**src/rtl/axi_rd_xbar.sv**
```systemverilog
// axi_rd_xbar: single-outstanding AXI read crossbar, one master to {default slave 0, CLINT slave 1}
// Ports: clk_i/rst_n_i (async active-low); upstream AR/R master channel (ar*_i, arready_o, r*_o, rready_i);
// downstream registered AR payload broadcast to both slaves (s_ar*_o), per-slave s_arvalid_o/s_arready_i,
// packed {slave1, slave0} R inputs and per-slave s_rready_o.
// Optional: define XBAR_DECERR_EN to answer unmapped 0xA??????? reads locally with DECERR beats.
module axi_rd_xbar #(
  parameter logic [31:0] CLINT_BASE = 32'hA000_0048,
  parameter logic [31:0] CLINT_MASK = 32'hFFFF_FFF8
) (
  input  logic        clk_i,
  input  logic        rst_n_i,
  input  logic [3:0]  arid_i,
  input  logic [31:0] araddr_i,
  input  logic [7:0]  arlen_i,
  input  logic [2:0]  arsize_i,
  input  logic [1:0]  arburst_i,
  input  logic        arvalid_i,
  output logic        arready_o,
  output logic [3:0]  rid_o,
  output logic [31:0] rdata_o,
  output logic [1:0]  rresp_o,
  output logic        rlast_o,
  output logic        rvalid_o,
  input  logic        rready_i,
  output logic [3:0]  s_arid_o,
  output logic [31:0] s_araddr_o,
  output logic [7:0]  s_arlen_o,
  output logic [2:0]  s_arsize_o,
  output logic [1:0]  s_arburst_o,
  output logic [1:0]  s_arvalid_o,
  input  logic [1:0]  s_arready_i,
  input  logic [63:0] s_rdata_i,
  input  logic [3:0]  s_rresp_i,
  input  logic [1:0]  s_rlast_i,
  input  logic [1:0]  s_rvalid_i,
  output logic [1:0]  s_rready_o
);
`ifdef XBAR_DECERR_EN
  typedef enum logic [1:0] {IDLE, ADDR, DATA, ERR} state_t;
`else
  typedef enum logic [1:0] {IDLE, ADDR, DATA} state_t;
`endif
  state_t state, state_nx;
  logic sel, hit;
  assign hit = (araddr_i & CLINT_MASK) == CLINT_BASE;
  assign arready_o = state == IDLE;
  assign rid_o = s_arid_o;
`ifdef XBAR_DECERR_EN
  logic [7:0] cnt;
  logic dec_err;
  assign dec_err = araddr_i[31:28] == 4'hA && !hit;
  always_ff @(posedge clk_i or negedge rst_n_i)
    if (!rst_n_i) cnt <= '0;
    else if (arvalid_i && arready_o) cnt <= '0;
    else if (state == ERR && rready_i) cnt <= cnt + 8'd1;
`endif
  always_ff @(posedge clk_i or negedge rst_n_i) begin
    if (!rst_n_i) begin
      state       <= IDLE;
      sel         <= 1'b0;
      s_arid_o    <= '0;
      s_araddr_o  <= '0;
      s_arlen_o   <= '0;
      s_arsize_o  <= '0;
      s_arburst_o <= '0;
    end else begin
      state <= state_nx;
      if (arvalid_i && arready_o) begin
        sel         <= hit;
        s_arid_o    <= arid_i;
        s_araddr_o  <= araddr_i;
        s_arlen_o   <= arlen_i;
        s_arsize_o  <= arsize_i;
        s_arburst_o <= arburst_i;
      end
    end
  end
  always_comb begin
    state_nx    = state;
    s_arvalid_o = 2'b00;
    s_rready_o  = 2'b00;
    rvalid_o    = 1'b0;
    rdata_o     = '0;
    rresp_o     = 2'b00;
    rlast_o     = 1'b0;
    case (state)
      IDLE:
`ifdef XBAR_DECERR_EN
        if (arvalid_i) state_nx = dec_err ? ERR : ADDR;
`else
        if (arvalid_i) state_nx = ADDR;
`endif
      ADDR: begin
        s_arvalid_o[sel] = 1'b1;
        if (s_arready_i[sel]) state_nx = DATA;
      end
      DATA: begin
        rvalid_o        = s_rvalid_i[sel];
        rdata_o         = sel ? s_rdata_i[63:32] : s_rdata_i[31:0];
        rresp_o         = sel ? s_rresp_i[3:2] : s_rresp_i[1:0];
        rlast_o         = s_rlast_i[sel];
        s_rready_o[sel] = rready_i;
        if (rvalid_o && rready_i && rlast_o) state_nx = IDLE;
      end
`ifdef XBAR_DECERR_EN
      ERR: begin
        rvalid_o = 1'b1;
        rresp_o  = 2'b11;
        rlast_o  = cnt == s_arlen_o;
        if (rready_i && rlast_o) state_nx = IDLE;
      end
`endif
      default: state_nx = IDLE;
    endcase
  end
endmodule

```
**config.mk**
```make
export PLATFORM = sky130hd
export DESIGN_NAME = axi_rd_xbar
export DESIGN_NICKNAME = d
export VERILOG_FILES = /design/src/rtl/axi_rd_xbar.sv
export SDC_FILE = /design/constraint.sdc
export NUM_CORES = 1
export LEC_CHECK = 0
export CORE_UTILIZATION = 33
export CTS_BUF_LIST = sky130_fd_sc_hd__clkbuf_4
export DETAILED_ROUTE_END_ITERATION = 8
export GPL_TIMING_DRIVEN = 0
export HOLD_SLACK_MARGIN = 0.06
export PLACE_DENSITY = 0.84
export SLEW_MARGIN = 20
export SYNTH_ARGS = -nofsm -noshare
export SYNTH_HDL_FRONTEND = slang
export SYNTH_SLANG_ARGS = --single-unit
```
**constraint.sdc**
```tcl
create_clock -name clk_i -period 1.8 [get_ports clk_i]
set_input_delay 0.18 -clock clk_i [delete_from_list [all_inputs] [get_ports clk_i]]
set_output_delay 0.18 -clock clk_i [all_outputs]
set_load 0.005 [all_outputs]
```
==> key figures <==
Power
  • Pwr dens: 1160 nW/um^2
  • Switching pwr: 1.78 mW
  • Comb pwr share: 55.9%
  • Clk network pwr share: 9.5%
  • Int Power: 4.15 mW
  • Switching Fraction: 30.0%
  • Max VDD drop: 869 uV
  • Leak Pwr: 2.10 nW
  • Flop pwr share: 34.7%

Worst setup path
  • Nature of the critical path startpoint: flop
  • Worst setup EP type: output pin
  • Critical Path Source: sel
  • Reg2Reg Depth: 4
  • Delay-heaviest family, CP: buffers and inverters
  • Slowest CP cell: dfrtp_1
  • RR Startpoint: state[1]
  • Setup slack, reg-to-reg: 110 ps
  • FF-to-FF End: s_araddr_o[23]
  • CP cell instances: buf_6, buf_8, mux2i_2, nor2_1, dlygate4sd2_1
  • WP buf/inv: 3
  • Largest stage delay on the critical path: 370 ps
  • CP max FO: 10
  • WP data arrival: 1570 ps
  • Crit Path Class: flop to output pin
  • Crit path required time: 1620 ps

Synthesis
  • Post-synthesis sequential area ratio: 48.8%
  • Synth Area in Adders: 0%
  • Synthesis-stage register bit count: 52
  • Compound-cell area share of the yosys netlist: 0.750%
  • Share of flip-flops with an asynchronous set or reset: 100%
  • Ys Warns: 0
  • Main synth FF type: dfrtp_1
  • Synth Instances: 222
  • Unique masters post-synth: 22
  • Syn Area/Cell: 12.0 um^2
  • Post-Syn Area: 2670 um^2
  • Post-Synth Simple-Gate Area: 10.4%
  • Synth Area in XOR/XNOR: 0%
  • Main combinational cell family by area after synthesis: multiplexers
  • Number of synthesized flops with an enable pin: 0
  • Syn_nets: 349
  • Mux contribution to synthesized area: 34.9%

Clock tree
  • Clock tree buffer depth: 2
  • Skew-Pair Late Insertion Delay: 370 ps
  • CTS clk-pin slew, worst paths: 160 ps
  • TritonCTS Sinks: 52
  • CTS tree: yes
  • H-tree levels: 2
  • CTS Buf Count: 5
  • CTS root buf: clkbuf_4

STA
  • # setup viols final: 0
  • Slew Viols, Final: 0
  • Final min period: 1750 ps
  • Unrepaired setup endpoints after global routing: true
  • WHS: 368 ps
  • Final Skew: 13.1 ps
  • Worst slew margin: 56.1%
  • Final hold viol count: 0
  • Fmax: 0.572 GHz
  • Worst Slack Setup Final: 51.3 ps
  • Final period util: 97.2%
  • Worst-Margin Slew: 658 ps

Detailed routing
  • First-pass detailed-route iteration total: 4
  • DR DRC count: 0
  • Vias: 2,582
  • Final ANT Viol Nets: 0
  • WL final: 8.54 mm
  • DRT iter0 DRCs: 40
  • WL/cell: 15.4 um
  • DR vias/cell: 4.64

Floorplan
  • Core area: 7770 um^2
  • Die ar.: 8450 um^2
  • Chip Width: 91.9 um
  • Top-Level Pins: 221
  • Initial Utilization: 34.3%
  • Die height: 91.9 um
  • FP Rows: 32

Global route
  • First-pass GRT wire length: 13.3 mm
  • Grt total ovfl: 0
  • Initial antenna violation count: 0
  • Largest net degree at the start of global routing: 53
  • GRT Resource Usage Total: 20.0%
  • Number of global-route vias before repair: 2,725

Layout
  • Final nets: 580
  • Area growth, synth to finish: 91.6%
  • Diodes inserted: 0
  • Commonest non-fill, non-tap cell in the layout: clkdlybuf4s50_1
  • Commonest cells after routing, fill and taps aside: clkdlybuf4s50_1 (178), dfrtp_1 (50), nor2_1 (42)
  • Fraction of layout cells with a size suffix above 1: 19.6%
  • Post-Route Utilization: 65.8%

Place
  • Place WS: -49.5 ps
  • Placer Congestion: 0.756
  • DP HPWL: 6.87 mm
  • Port Buf Inserts: 220

Worst hold path
  • Hold Path Class: input port to asynchronous set/reset pin

Status
  • Status: finished, final reports clean

Job
  • Maxcap violations: 0
[worst max path at each step]
stage | cells after the start | to
global route | 5 | rdata_o[3]
detailed placement | 5 | rdata_o[9]
global placement | 1 | state[1]
CTS | 5 | rdata_o[9]
floorplan | 3 | rid_o[3]
finish | 5 | rdata_o[19]
[power groups by stage]
stage               clock (mW)  sequential (mW)  combinational [mW]
floorplan                    0             2.13                1.16
global placement             0             2.07                3.33
detailed placement           0             2.10                3.38
CTS                      0.589             2.06                3.36
global route             0.638             2.15                3.54
finish                   0.561             2.06                3.31
[cells by family (layout without fill, tap and decap cells)]
kind of cell	Yosys count	in the layout
compound gates	3	3
buf+inv	20	252
mux	87	87
simple gates	60	60
flops	52	52
[state kept, by name (all words and copies together), names as in the netlist]
register,flops
rid_o,4
s_arburst_o,2
state,2
sel,1
s_arsize_o,3
s_arlen_o,8
s_araddr_o,32
[synth_stat cells, drive strengths merged, types with 2 or more instances]
cell    count  area share, %
buf        16            4.5
clkbuf      2           0.28
dfrtp      52             49
inv         2           0.28
mux2       49             21
mux2i      38             14
nand2       2           0.28
nand2b      3           0.70
nand4       2           0.47
nor2       42            5.9
nor3        3           0.56
nor4        4           0.94
[per-stage QoR]
step	std cells	power [mW]	area, um^2	setup TNS, ps
final	556	5.93	5110	0
after global routing	556	6.32	5110	-427
after CTS	557	6.01	5150	0
after detailed placement	544	5.48	4990	-1240
after global placement	544	5.40	5000	-53380
after floorplan	222	3.29	2670	0
[routing by layer]
| layer | up-vias | share of wire (%) | global-route usage (%) |
|---|---|---|---|
| li1 | 1235 | - | - |
| met1 | 1219 | 37 | 22.2 |
| met2 | 120 | 53 | 37.2 |
| met3 | 8 | 8.7 | 5.89 |
| met4 | 0 | 1.1 | 4.69 |
| met5 | - | 0 | 0 |
[repair_timing]
| item | in CTS | in global routing |
|---|---|---|
| resized for setup | 85 | 17 |
| pin swaps | 1 | 0 |
| hold buffers | 1 | 0 |
| setup buffers | 4 | 0 |
| hold endpoints to repair | 52 | 0 |
| cloned | 0 | 0 |
| endpoints found under the setup margin | 40 | 34 |
[final cells by class]
cell class	instances	area, um^2
Fill cell	622	2660
Timing Repair Buffer	225	2170
Sequential cell	52	1300
Multi-Input combinational cell	150	1260
Buffer	17	171
Tap cell	102	128
Clock buffer	5	37.5
Clock inverter	3	27.5
Inverter	2	7.51
Power figures use the tool's default switching activity.
